[config.mk]
export PLATFORM = sky130hd
export DESIGN_NAME = mem_port_arbiter
export DESIGN_NICKNAME = d
export VERILOG_FILES = /design/src/rtl/mem_port_arbiter.sv
export SDC_FILE = /design/constraint.sdc
export NUM_CORES = 1
export LEC_CHECK = 0
export ABC_AREA = 1
export BUFFER_PORTS_ARGS = -buffer_cell sky130_fd_sc_hd__buf_2
export CAP_MARGIN = 25
export CORE_MARGIN = 2
export CORE_UTILIZATION = 30
export CTS_BUF_LIST = sky130_fd_sc_hd__clkbuf_8
export CTS_CLUSTER_SIZE = 24
export DETAILED_ROUTE_END_ITERATION = 12
export SETUP_SLACK_MARGIN = 0.1
export SYNTH_ARGS = -nofsm -noshare
export SYNTH_HDL_FRONTEND = slang
export SYNTH_SLANG_ARGS = --single-unit
[constraint.sdc]
create_clock -name clk -period 2.2 [get_ports clk]
set_clock_uncertainty 0.05 [all_clocks]
set_input_delay 0.11 -clock clk [delete_from_list [all_inputs] [get_ports clk]]
set_output_delay 0.11 -clock clk [all_outputs]
set_load 0.05 [all_outputs]
[src/rtl/mem_port_arbiter.sv]
// Arbitrates one start/done memory port between fetch (i_*) and data (d_*) requesters.
// Optional feature: define ARB_ROUND_ROBIN_EN for last-owner based priority under contention.
module mem_port_arbiter #(
    parameter int AW      = 32,
    parameter int DW      = 32,
    parameter int TIMEOUT = 255,
    parameter int CW      = 8
) (
    input  logic          clk,
    input  logic          rst_n,
    input  logic          i_req,
    input  logic [AW-1:0] i_addr,
    output logic [DW-1:0] i_rdata,
    output logic          i_done,
    input  logic          d_rd,
    input  logic          d_wr,
    input  logic [AW-1:0] d_addr,
    input  logic [DW-1:0] d_wdata,
    output logic [DW-1:0] d_rdata,
    output logic          d_done,
    output logic [AW-1:0] m_addr,
    output logic [DW-1:0] m_wdata,
    output logic          m_rd,
    output logic          m_wr,
    input  logic [DW-1:0] m_rdata,
    input  logic          m_done,
    output logic          busy,
    output logic          err,
    output logic [1:0]    dbg_state
);

    typedef enum logic [1:0] {IDLE = 2'd0, ACC = 2'd1, RESP = 2'd2} state_t;

    // Handshake: requests are levels held until the matching one-cycle done
    // pulse; m_rd/m_wr are levels held until m_done, which is honoured only in ACC.
    state_t        state_q, state_d;
    logic          owner_d_q;     // 1 = data side owns the current transaction
    logic          err_q;
    logic [CW-1:0] cnt_q, cnt_d;
    logic          grant_d, grant_i, done_ok, abort;
    logic          d_req, pri_d;
    logic [CW-1:0] cnt_inc;

    assign d_req   = d_rd | d_wr;
    assign cnt_inc = cnt_q + 1'b1;

`ifdef ARB_ROUND_ROBIN_EN
    logic last_d_q;               // 1 = data side was served last
    assign pri_d = ~last_d_q;
`else
    assign pri_d = 1'b1;
`endif

    always_comb begin
        state_d = state_q;
        cnt_d   = cnt_q;
        grant_d = 1'b0;
        grant_i = 1'b0;
        done_ok = 1'b0;
        abort   = 1'b0;
        case (state_q)
            IDLE: begin
                if (d_req && (!i_req || pri_d)) begin
                    grant_d = 1'b1;
                end else if (i_req) begin
                    grant_i = 1'b1;
                end
                if (grant_d || grant_i) begin
                    state_d = ACC;
                    cnt_d   = '0;
                end
            end
            ACC: begin
                // A completion in the last allowed cycle beats the watchdog.
                if (m_done) begin
                    done_ok = 1'b1;
                    state_d = RESP;
                end else if (cnt_inc == CW'(TIMEOUT)) begin
                    abort   = 1'b1;
                    cnt_d   = cnt_inc;
                    state_d = RESP;
                end else begin
                    cnt_d = cnt_inc;
                end
            end
            RESP: begin
                state_d = IDLE;
            end
            default: begin
                state_d = IDLE;
            end
        endcase
    end

    always_ff @(posedge clk or negedge rst_n) begin
        if (!rst_n) begin
            state_q   <= IDLE;
            cnt_q     <= '0;
            owner_d_q <= 1'b0;
            err_q     <= 1'b0;
            m_addr    <= '0;
            m_wdata   <= '0;
            m_rd      <= 1'b0;
            m_wr      <= 1'b0;
            i_rdata   <= '0;
            d_rdata   <= '0;
        end else begin
            state_q <= state_d;
            cnt_q   <= cnt_d;
            if (grant_d) begin
                owner_d_q <= 1'b1;
                err_q     <= 1'b0;
                m_addr    <= d_addr;
                if (d_wr) begin
                    m_wdata <= d_wdata;
                    m_wr    <= 1'b1;
                end else begin
                    m_rd <= 1'b1;
                end
            end
            if (grant_i) begin
                owner_d_q <= 1'b0;
                err_q     <= 1'b0;
                m_addr    <= i_addr;
                m_rd      <= 1'b1;
            end
            if (done_ok) begin
                m_rd <= 1'b0;
                m_wr <= 1'b0;
                if (m_rd) begin
                    if (owner_d_q) d_rdata <= m_rdata;
                    else           i_rdata <= m_rdata;
                end
            end
            if (abort) begin
                m_rd  <= 1'b0;
                m_wr  <= 1'b0;
                err_q <= 1'b1;
                if (owner_d_q) d_rdata <= '0;
                else           i_rdata <= '0;
            end
        end
    end

`ifdef ARB_ROUND_ROBIN_EN
    always_ff @(posedge clk or negedge rst_n) begin
        if (!rst_n) begin
            last_d_q <= 1'b0;
        end else if (grant_d) begin
            last_d_q <= 1'b1;
        end else if (grant_i) begin
            last_d_q <= 1'b0;
        end
    end
`endif

    assign i_done    = (state_q == RESP) && !owner_d_q;
    assign d_done    = (state_q == RESP) && owner_d_q;
    assign err       = (state_q == RESP) && err_q;
    assign busy      = (state_q != IDLE);
    assign dbg_state = state_q;

endmodule

Word-level counts from Yosys, hierarchy flattened. Index checks and enable logic that the tools add are counted.

Add/sub/neg operators: 1. Equality and inequality tests: 7. Muxes and demuxes: 45. Bitwise gates (word level): 1. Reductions and logical operators: 18.

Operator list (number): 2-to-1 mux 32 bit (12); 2-to-1 mux 1 bit (26); 2-to-1 mux 8 bit (2); one-hot mux 8 bit (2 select lines) (1); nonzero test 3 bit (3); adder 8 x 1 -> 8 bit (second input constant) (1); equality test 8 bit (second input constant) (1); AND reduction 2 bit (4); 2-to-1 mux 2 bit (3); nonzero test 2 bit (3); inequality test 2 bit (second input constant) (2); inequality test 4 x 1 -> 1 bit (second input constant) (1); one-hot mux 2 bit (2 select lines) (1); nonzero test 4 bit (1); logical AND 1 bit (3); inequality test 3 bit (second input constant) (1); AND reduction 3 bit (1); equality test 2 x 1 -> 1 bit (second input constant) (1); equality test 2 bit (second input constant) (1); logical NOT 2 bit (1); logical NOT 1 bit (1); logical OR 1 bit (1); OR 1 bit (1).

Flip-flop bits (word level): 142. Input port bits: 134. Output and inout port bits: 136. Logic and storage cells: 82.

Logic depth before layout (Yosys ltp). Gate-level depths: netlist of run 1.

Word-level depth: 8. Mapped depth: 11. Depth with buffers taken out: 10.

Worst setup path after synthesis of run 1. No wires, ideal clock.

Path type: register to register. Start point: register state_q[0], in the netlist dbg_state[0]. End point: register m_addr[0]. Arrival: 1.920 ns. Required time: 2.026 ns. Slack: 0.106 ns. Stages on the path, launching flop included: 8. Path buffers: 1. Clock period less this slack: 2.094 ns. Cells stage by stage: dfrtp_1 > inv_1 > nand2_1 > a21oi_1 > clkinv_1 > clkbuf_1 > nand2_1 > nand2_1.

Word-level cells in the longest chain between the ends: 3. Elaborated cells between the ends (all ways): 5. Classes of those cells: mux: 3; reduce/logical: 2.

RTL lines: from (decl) (RTL line 36) `state_t state_q, state_d;`; from (signal assigned) (RTL line 108) `state_q <= state_d;`; logical NOT 2 bit * (RTL line 61) `case (state_q)`; 2-to-1 mux 1 bit (RTL line 61); 2-to-1 mux 32 bit / nonzero test 2 bit (equally long branches); to (signal assigned) (RTL line 113) `m_addr <= d_addr;`; to (signal assigned) (RTL line 124) `m_addr <= i_addr;`; to (decl) (RTL line 21) `output logic [AW-1:0] m_addr,`.

Every way passes the cells marked *; elsewhere a longest branch is shown, timed or not. A chain may end at the register's enable or synchronous reset.

Worst setup path after layout of run 1.
Start point: input port d_wr. End point: register m_addr[6].

Word-level cells in the longest chain between the ends: 5. Elaborated cells between the ends (all ways): 9. Classes of those cells: mux: 7; bitwise: 1; reduce/logical: 1.

RTL lines: from (decl) (RTL line 16) `input logic d_wr,`; OR 1 bit * (RTL line 44) `assign d_req = d_rd | d_wr;`; 2-to-1 mux 1 bit (RTL line 63) `if (d_req && (!i_req || pri_d)) begin`; 2-to-1 mux 1 bit (2 in a row) (RTL line 61); 2-to-1 mux 32 bit / nonzero test 2 bit (equally long branches).

Every way passes the cells marked *; elsewhere a longest branch is shown, timed or not. The select of a mux whose other input is x is not followed.

==> results.json, run 1 <==
{
  "synthTopCellsByCount": "nand2_1, dfrtp_1, inv_1, o21ai_0, a22oi_1",
  "ant_nets": 0,
  "cp_slowest_cell": "dlygate4sd3_1",
  "fill_cells": 1894,
  "synthesis.nets": 889,
  "drt-pass1-iter-count": 5,
  "drive_gt1_share_pct": 28.5,
  "num_antenna_cells": 0,
  "ys_top_cells_by_area": "dfrtp_1, nand2_1, inv_1, o21ai_0, a22oi_1",
  "grt_max_degree": 69,
  "cts_htree_levels": 4,
  "synth_most_common_cell": "nand2_1",
  "routabilityCongestion": 0.788,
  "cp.required_ns": 2.48,
  "synthToLayoutAreaGrowth_pct": 54.3,
  "cts_buffers": 17,
  "gr-total-overflow": 0,
  "crit_type": "in -> reg",
  "period_minus_slack_ns": 1.94,
  "fmax_ghz": 0.517,
  "hold_slack_ns": 0.124,
  "drt-wirelength-per-cell_um": 13.5,
  "grt_pass1_wl_um": 31500,
  "drv_slew": 0,
  "tns_ns": 0,
  "synth-edff-count": 0,
  "cts_tree": "built",
  "yosysWarningCount": 0,
  "critPathLaunchType": "input port",
  "total_leakage_power_nw": 5.51,
  "drt_iter0_markers": 300,
  "critPathMaxFanout": 32,
  "dpl_worst_slack_ns": 0.257,
  "core-area_um2": 20400,
  "dieHeight_um": 148,
  "ys_seq_elements": 142,
  "async_flop_share_pct": 100,
  "maxCapViolations": 0,
  "setup_viol": 0,
  "critPathMaxStageDelay_ns": 0.59,
  "die_w_um": 148,
  "rsz0062_at_grt": "false",
  "dieArea_um2": 22000,
  "crit_start": "d_wr",
  "io_pins": 270,
  "relSlewSlack_pct": 55.0,
  "clkSinkCount": 142,
  "min_from": "i_req",
  "drc": 0,
  "ys_types": 23,
  "setup_slack_ns": 0.265,
  "critPathMostFrequentCell": "dlygate4sd3_1",
  "finalCritPeriodShare_pct": 88.0,
  "portBuffers": 269,
  "stdcell_count": 1435,
  "rr_startpoint": "cnt_q[1]",
  "insertion_delay_ns": 0.43,
  "grtUsageTotal_pct": 18.0,
  "cts.clk_slew.worst_paths_ns": 0.08,
  "hold_viol": 0,
  "placed_cells": 1272,
  "grt_pass1_vias": 6358,
  "worst_pin_slew_ns": 0.675,
  "antenna_found_initial": 0,
  "worstPathCellList": "dlygate4sd3_1, buf_2, nor2_1, nor2_2, buf_8, a22oi_1, dlygate4sd3_1, nand2_1",
  "min_path_type": "in -> reg",
  "synth_largest_area_cell": "dfrtp_1",
  "synth_seq_area_share_pct": 56.8,
  "finalNetCount": 1289,
  "cts_root_buf": "clkbuf_8",
  "end_kind": "register",
  "p_per_area_nw_per_um2": 1540,
  "worstPathArrival_ns": 2.22,
  "syn_avg_cell_area_um2": 8.30,
  "clk_path_buf_depth": 2,
  "initial_core_util_pct": 30.7,
  "vias": 6173,
  "rows": 52,
  "run_status": "finished clean",
  "peakVddDrop_v": 0.000961,
  "synth_area_um2": 6250,
  "viasPerCell": 4.30,
  "hpwl_um": 12300,
  "yosys.area.top_type_share_pct": 56.8,
  "p_total_mw": 14.8,
  "finalWirelength_um": 19300,
  "synthCells": 753,
  "ys.flop_type": "dfrtp_1"
}
critical path, delay by kind of cell:
family                 cells  cell delay, ns
and+or+nand+nor            3            0.39
buffers and inverters      4            1.48
AOI/OAI and AO/OA          1            0.22
worst paths after layout:
path                                     to  slack (ns)  cells after the start
worst max register to register   i_rdata[1]        0.28                     11
worst min-delay path              owner_d_q        0.12                      4
min in group asynchronous        d_rdata[5]        0.18                      2
max in group asynchronous       i_rdata[19]        1.22                      3
worst max-delay path              m_addr[6]        0.26                      8
worst min register to register   m_addr[28]        0.43                      2
stage by stage:
stage               instance area (um^2)  util [%]
finish                              9650      47.4
global route                        9650      47.4
CTS                                 9610      47.2
detailed placement                  7900      38.8
global placement                    7900      38.8
floorplan                           6250         -
timing repair:
item | 4_1_cts | 5_1_grt
endpoints found under the hold margin | 194 | 0
setup buffers | 0 | 0
hold buffers | 132 | 0
setup endpoints to repair | 0 | 52
gates resized for setup | 0 | 8
cells by family (layout without fill, tap and decap cells):
kind of cell	count (synthesis)	in the layout	share of synthesized area (%)
fa+ha+maj	2	2	0.400
buf+inv	149	561	9.67
compound gates	110	110	10.2
flops	142	142	56.8
simple gates	349	349	22.7
xor+xnor	1	1	0.140
routing by layer:
metal | global-route usage, % | vias to the layer above | wire length [um]
met3 | 4.91 | 35 | 1460
li1 | - | 3099 | -
met5 | 0 | - | 0
met4 | 6.33 | 0 | 412
met1 | 22.8 | 2771 | 8400
met2 | 29.8 | 268 | 9080
state kept, by name, summed over array words and instances, names as in the netlist:
name / count
d_rdata: 32
i_rdata: 32
m_addr: 32
m_wdata: 32
cnt_q: 8
dbg_state: 2
err_q: 1
m_rd: 1
m_wr: 1
owner_d_q: 1
final cells by class:
class / instances / area (um^2) / share of cell area (%)
Multi-Input combinational cell: 462 / 2120 / 22.0
Clock buffer: 17 / 234 / 2.43
Inverter: 116 / 435 / 4.51
Sequential cell: 142 / 3550 / 36.8
Timing Repair Buffer: 414 / 2810 / 29.1
Clock inverter: 14 / 158 / 1.63
Tap cell: 270 / 338 / 3.50
cell usage in the layout (no fill, tap or decap), types with 5 or more instances in the layout:
cell type      count
o21ai_0           73
inv_1            115
inv_6              5
nand2_1          311
clkbuf_8          17
buf_2            268
buf_4              9
a22oi_1           32
dlygate4sd3_1    132
nand2_2            7
nand3_1            9
dfrtp_1          142
nor2_1            11
report_power, final:
| part | switching (mW) | internal, mW |
|---|---|---|
| logic | 6.22 | 2.05 |
| registers | 0.691 | 3.76 |
| clock network | 1.07 | 1.02 |
Note: power is estimated with default switching activity, not from simulation.
==> run 2, diff against run 1 <==
--- a/config.mk
+++ b/config.mk
@@ -5,14 +5,16 @@
 export SDC_FILE = /design/constraint.sdc
 export NUM_CORES = 1
 export LEC_CHECK = 0
-export ABC_AREA = 1
 export BUFFER_PORTS_ARGS = -buffer_cell sky130_fd_sc_hd__buf_2
 export CAP_MARGIN = 25
+export CELL_PAD_IN_SITES_DETAIL_PLACEMENT = 0
+export CELL_PAD_IN_SITES_GLOBAL_PLACEMENT = 1
 export CORE_MARGIN = 2
 export CORE_UTILIZATION = 30
 export CTS_BUF_LIST = sky130_fd_sc_hd__clkbuf_8
 export CTS_CLUSTER_SIZE = 24
 export DETAILED_ROUTE_END_ITERATION = 12
+export PLACE_DENSITY_LB_ADDON = 0.1
 export SETUP_SLACK_MARGIN = 0.1
 export SYNTH_ARGS = -nofsm -noshare
 export SYNTH_HDL_FRONTEND = slang
==> results.json, run 2 <==
{
  "cts_root_buf": "clkbuf_8",
  "fill_cells": 1863,
  "drc": 0,
  "synth_seq_area_share_pct": 58.0,
  "maxCapViolations": 0,
  "ant_nets": 0,
  "cp_top_family": "buffers and inverters",
  "antenna_found_initial": 0,
  "clk_path_buf_depth": 2,
  "cp_slowest_cell": "dfrtp_1",
  "p_per_area_nw_per_um2": 1490,
  "drt-wirelength-per-cell_um": 15.4,
  "drt-pass1-iter-count": 4,
  "stdcell_count": 1217,
  "end_kind": "register",
  "worst_pin_slew_ns": 0.498,
  "ys_seq_elements": 142,
  "synth_most_common_cell": "dfrtp_1",
  "grt_pass1_wl_um": 29600,
  "min_path_type": "in -> async",
  "finalNetCount": 1070,
  "synth-edff-count": 0,
  "hold_slack_ns": 0.147,
  "gr-total-overflow": 0,
  "synthTopCellsByCount": "dfrtp_1, nand2_1, mux2i_1, nor2_2, a22oi_1",
  "drv_slew": 0,
  "setup_viol": 0,
  "grtUsageTotal_pct": 17.3,
  "ys.flop_type": "dfrtp_1",
  "hold_viol": 0,
  "relSlewSlack_pct": 66.8,
  "cts_htree_levels": 4,
  "fmax_ghz": 0.489,
  "period_minus_slack_ns": 2.05,
  "routabilityCongestion": 0.768,
  "run_status": "finished clean",
  "syn_avg_cell_area_um2": 12.1,
  "critPathMaxStageDelay_ns": 0.42,
  "dieArea_um2": 21600,
  "dieHeight_um": 147,
  "vias": 5441,
  "peakVddDrop_v": 0.000976,
  "worstPathArrival_ns": 2.33,
  "num_antenna_cells": 0,
  "ys_types": 45,
  "finalCritPeriodShare_pct": 93.0,
  "path_buf_inv": 3,
  "drt_iter0_markers": 212,
  "total_leakage_power_nw": 4.95,
  "synth_largest_area_cell": "dfrtp_1",
  "cts_buffers": 17,
  "yosysWarningCount": 0,
  "hpwl_um": 12400,
  "placed_cells": 1040,
  "die_w_um": 147,
  "grt_pass1_vias": 5785,
  "synthToLayoutAreaGrowth_pct": 60.1,
  "regArea_um2": 3550,
  "multiInputGateArea_um2": 2480,
  "rows": 52,
  "cts_tree": "built",
  "insertion_delay_ns": 0.44,
  "p_total_mw": 14.6,
  "cts.clk_slew.worst_paths_ns": 0.09,
  "drive_gt1_share_pct": 46.8,
  "fin_util_pct": 48.7,
  "final_common_cell": "buf_2",
  "io_pins": 270,
  "clkSinkCount": 142,
  "reg2reg_depth": 8,
  "ys_top_cells_by_area": "dfrtp_1, mux2i_1, nor2_2, mux2_2, nand2_1",
  "portBuffers": 269,
  "viasPerCell": 4.47,
  "async_flop_share_pct": 100,
  "critPathMaxFanout": 16,
  "rsz0062_at_grt": "false",
  "final_cell_mix": "buf_2, dfrtp_1, dlygate4sd3_1",
  "synth_area_um2": 6130,
  "cp.depth": 8,
  "crit_type": "reg -> reg",
  "tns_ns": 0,
  "finalWirelength_um": 18700,
  "worstPathCellList": "buf_4, and2_4, o21ai_2, o2111ai_4, nor4_4, buf_6, buf_8, nor2_2",
  "yosys.area.top_type_share_pct": 58.0,
  "critPathLaunchType": "register",
  "synthCells": 508,
  "cp.required_ns": 2.48,
  "synthesis.nets": 644,
  "core-area_um2": 20200,
  "grt_max_degree": 53,
  "initial_core_util_pct": 30.4
}
[run 2: cell types whose count changed in the layout (fill, tap and decap cells not counted), sizes merged, moves of 3 or more]
| cell | change |
|---|---|
| clkinvlp | -4 |
| nand3 | -6 |
| mux2i | +64 |
| nor2 | +61 |
| mux2 | +33 |
| nor3b | +3 |
| o21ai | -60 |
| inv | -105 |
| buf | +17 |
| nand2 | -244 |
[run 2: worst reg2reg max path, cell delays in order, from the launching register on]
cell,delay (ns)
dfrtp_1,0.42
buf_4,0.17
and2_4,0.17
o21ai_2,0.20
o2111ai_4,0.19
nor4_4,0.30
buf_6,0.17
buf_8,0.21
nor2_2,0.07
[run 2: path summary, 6_finish.rpt]
path	from	end	slack, ns
max in group asynchronous	rst_n	m_addr[23]	1.26
max reg2reg	cnt_q[1]	d_rdata[8]	0.15
min in group clk	i_req	cnt_q[1]	0.16
min	rst_n	d_rdata[24]	0.15
min reg2reg	m_addr[12]	m_addr[12]	0.42
max	cnt_q[1]	d_rdata[8]	0.15
[run 2: stage by stage]
stage	area, um^2	worst slack (ns)
floorplan	6130	0.115
global placement	7900	0.132
detailed placement	7900	0.0914
CTS	9620	0.121
global route	9820	0.0790
finish	9820	0.154
[run 2: cell type report]
class                           instances  area share [%]
Timing Repair Buffer                  434            31.1
Clock inverter                         15            1.43
Clock buffer                           17            2.38
Inverter                                5           0.191
Sequential cell                       142            36.2
Multi-Input combinational cell        334            25.3
Tap cell                              270            3.44
[run 2: cells by family (layout without fill, tap and decap cells)]
| kind of cell | after synthesis | in the layout | share of synthesized area, % |
|---|---|---|---|
| flops | 142 | 142 | 58.0 |
| fa+ha+maj | 2 | 2 | 0.408 |
| simple gates | 177 | 177 | 15.2 |
| buf+inv | 32 | 471 | 2.82 |
| xor+xnor | 1 | 1 | 0.143 |
| compound gates | 57 | 57 | 6.92 |
| mux | 97 | 97 | 16.6 |
[run 2: repair_timing]
item                                    4_1_cts  5_1_grt
pin swaps                                     1        5
cloned                                        0        4
endpoints found under the setup margin       59       69
hold buffers                                133        0
endpoints found under the hold margin       200        0
buffers inserted                              2        6
gates resized for setup                       1       19
[run 2: power by group]
part / switching (mW) / leakage [nW] / internal [mW] / total, mW
Clock: 1.16 / 0.196 / 0.844 / 2.00
Sequential: 0.671 / 1.76 / 3.76 / 4.43
Combinational: 6.00 / 2.99 / 2.15 / 8.16
Total: 7.83 / 4.95 / 6.76 / 14.6
[run 2: routing by layer]
layer  part of all wire, %  up-vias  wire [um]  GRT usage (%)
met5                     0        -          0              0
met3                   7.6       19       1420           5.47
met1                    41     2598       7700           20.2
li1                      -     2608          -              -
met4                   1.6        0        298           5.87
met2                    50      216       9310           30.3
==> run 3, diff against run 2 <==
==> constraint.sdc (replaced) <==
create_clock -name clk -period 2.2 [get_ports clk]
set_clock_uncertainty 0.05 [all_clocks]
set_input_delay 0 -clock clk [delete_from_list [all_inputs] [get_ports clk]]
set_output_delay 0 -clock clk [all_outputs]
set_load 0.05 [all_outputs]
==> results.json, run 3 (synthesis results as in run 2) <==
{
  "clkSinkCount": 142,
  "p_per_area_nw_per_um2": 1490,
  "crit_start": "cnt_q[1]",
  "dieArea_um2": 21600,
  "hpwl_um": 12400,
  "routabilityCongestion": 0.740,
  "grt_pass1_wl_um": 29900,
  "fmax_ghz": 0.488,
  "end_kind": "register",
  "finalCritPeriodShare_pct": 93.1,
  "drt-wirelength-per-cell_um": 15.7,
  "drc": 0,
  "fill_cells": 1861,
  "io_pins": 270,
  "gr-total-overflow": 0,
  "min_path_type": "in -> async",
  "relSlewSlack_pct": 64.9,
  "drt_iter0_markers": 180,
  "p_total_mw": 14.8,
  "clk_path_buf_depth": 2,
  "cts_root_buf": "clkbuf_8",
  "rsz0062_at_grt": "true",
  "viasPerCell": 4.51,
  "die_w_um": 147,
  "cp.required_ns": 2.53,
  "grtUsageTotal_pct": 17.6,
  "total_leakage_power_nw": 4.98,
  "peakVddDrop_v": 0.000915,
  "portBuffers": 269,
  "final_common_cell": "buf_2",
  "hold_viol": 0,
  "cts_tree": "built",
  "core-area_um2": 20200,
  "insertion_delay_ns": 0.44,
  "dieHeight_um": 147,
  "cts_htree_levels": 4,
  "critPathLaunchType": "register",
  "endpoint": "i_rdata[9]",
  "tns_ns": 0,
  "finalWirelength_um": 19100,
  "critPathMaxFanout": 8,
  "drive_gt1_share_pct": 46.8,
  "rr_startpoint": "cnt_q[1]",
  "reg2reg_setup_slack_ns": 0.15,
  "drt-pass1-iter-count": 4,
  "ant_nets": 0,
  "period_minus_slack_ns": 2.05,
  "antenna_found_initial": 0,
  "cts_buffers": 17,
  "run_status": "finished clean",
  "reg2reg_depth": 9,
  "timing.rr.end": "i_rdata[9]",
  "grt_pass1_vias": 5748,
  "finalNetCount": 1067,
  "worstPathArrival_ns": 2.38,
  "num_antenna_cells": 0,
  "vias": 5470,
  "rows": 52,
  "drv_slew": 0,
  "crit_type": "reg -> reg",
  "placed_cells": 1037,
  "grt_max_degree": 61,
  "stdcell_count": 1214,
  "maxCapViolations": 0,
  "synthToLayoutAreaGrowth_pct": 61.6,
  "cts.clk_slew.worst_paths_ns": 0.08,
  "final_cell_mix": "buf_2, dfrtp_1, dlygate4sd3_1",
  "setup_viol": 0,
  "initial_core_util_pct": 30.4,
  "worst_pin_slew_ns": 0.527
}
[run 3: cell count changes in the layout (fill, tap and decap cells not counted), moves of 2 or more]
| cell | previous run | this run |
|---|---|---|
| bufinv_16 | 0 | 2 |
| buf_4 | 19 | 15 |
| clkinvlp_4 | 0 | 3 |
| nor2_4 | 3 | 18 |
| inv_8 | 5 | 0 |
| nor2_2 | 63 | 49 |
[run 3: routing by layer]
metal | part of all wire (%) | GRT usage [%] | vias to the layer above
met2 | 49 | 30.1 | 228
li1 | - | - | 2608
met1 | 41 | 20.8 | 2602
met4 | 2.0 | 6.20 | 0
met5 | 0 | 0 | -
met3 | 7.9 | 5.96 | 32
[run 3: report_power, final]
part	leakage (nW)	switching, mW	internal, mW	total [mW]
Sequential	1.76	0.676	3.77	4.44
Clock	0.197	1.08	1.06	2.13
Combinational	3.02	6.06	2.18	8.23
Total	4.98	7.81	7.00	14.8
[run 3: worst min path at each step]
stage                     start          end  slack [ns]  depth (start not counted)
after global routing      rst_n  d_rdata[22]        0.05                          2
after detailed placement  rst_n  d_rdata[22]       -0.06                          1
after global placement    rst_n  d_rdata[25]       -0.06                          1
final                     rst_n  d_rdata[22]        0.02                          2
after CTS                 rst_n  d_rdata[22]        0.02                          2
after floorplan           rst_n     cnt_q[0]       -0.35                          0
[run 3: critical path: stages (launching register included)]
cell and delay, ns:
dfrtp_1 0.43, ha_4 0.20, and3_4 0.16, mux2_4 0.28, a221oi_4 0.22, buf_6 0.15
nor4_4 0.05, buf_4 0.17, clkbuf_16 0.17, nor2_2 0.10
[run 3: metrics by stage]
| step | hold WS, ns | util (%) | cell area [um^2] | setup slack [ns] |
|---|---|---|---|---|
| global route | 0.0452 | 49.1 | 9910 | 0.0408 |
| detailed placement | -0.0614 | 39.1 | 7880 | 0.0917 |
| floorplan | -0.346 | - | 6130 | 0.150 |
| finish | 0.0167 | 49.1 | 9910 | 0.151 |
| global placement | -0.0595 | 39.1 | 7880 | 0.131 |
| CTS | 0.0247 | 47.9 | 9660 | 0.105 |
[run 3: repair_timing]
action | CTS | global route
hold buffers | 133 | 0
hold endpoints to repair | 246 | 0
pin swaps | 2 | 11
buffers inserted | 2 | 5
gates cloned | 1 | 4
setup endpoints to repair | 54 | 67
gates resized for setup | 2 | 35
[run 3: final cells by class]
class / count / area [um^2] / share of cell area, %
multi-input cells: 334 / 2550 / 25.7
repair buffers: 431 / 3040 / 30.7
inverters: 5 / 18.8 / 0.189
well taps: 270 / 338 / 3.41
clock buffers: 18 / 248 / 2.50
flip-flops and latches: 142 / 3560 / 35.9
clock inverters: 14 / 154 / 1.55
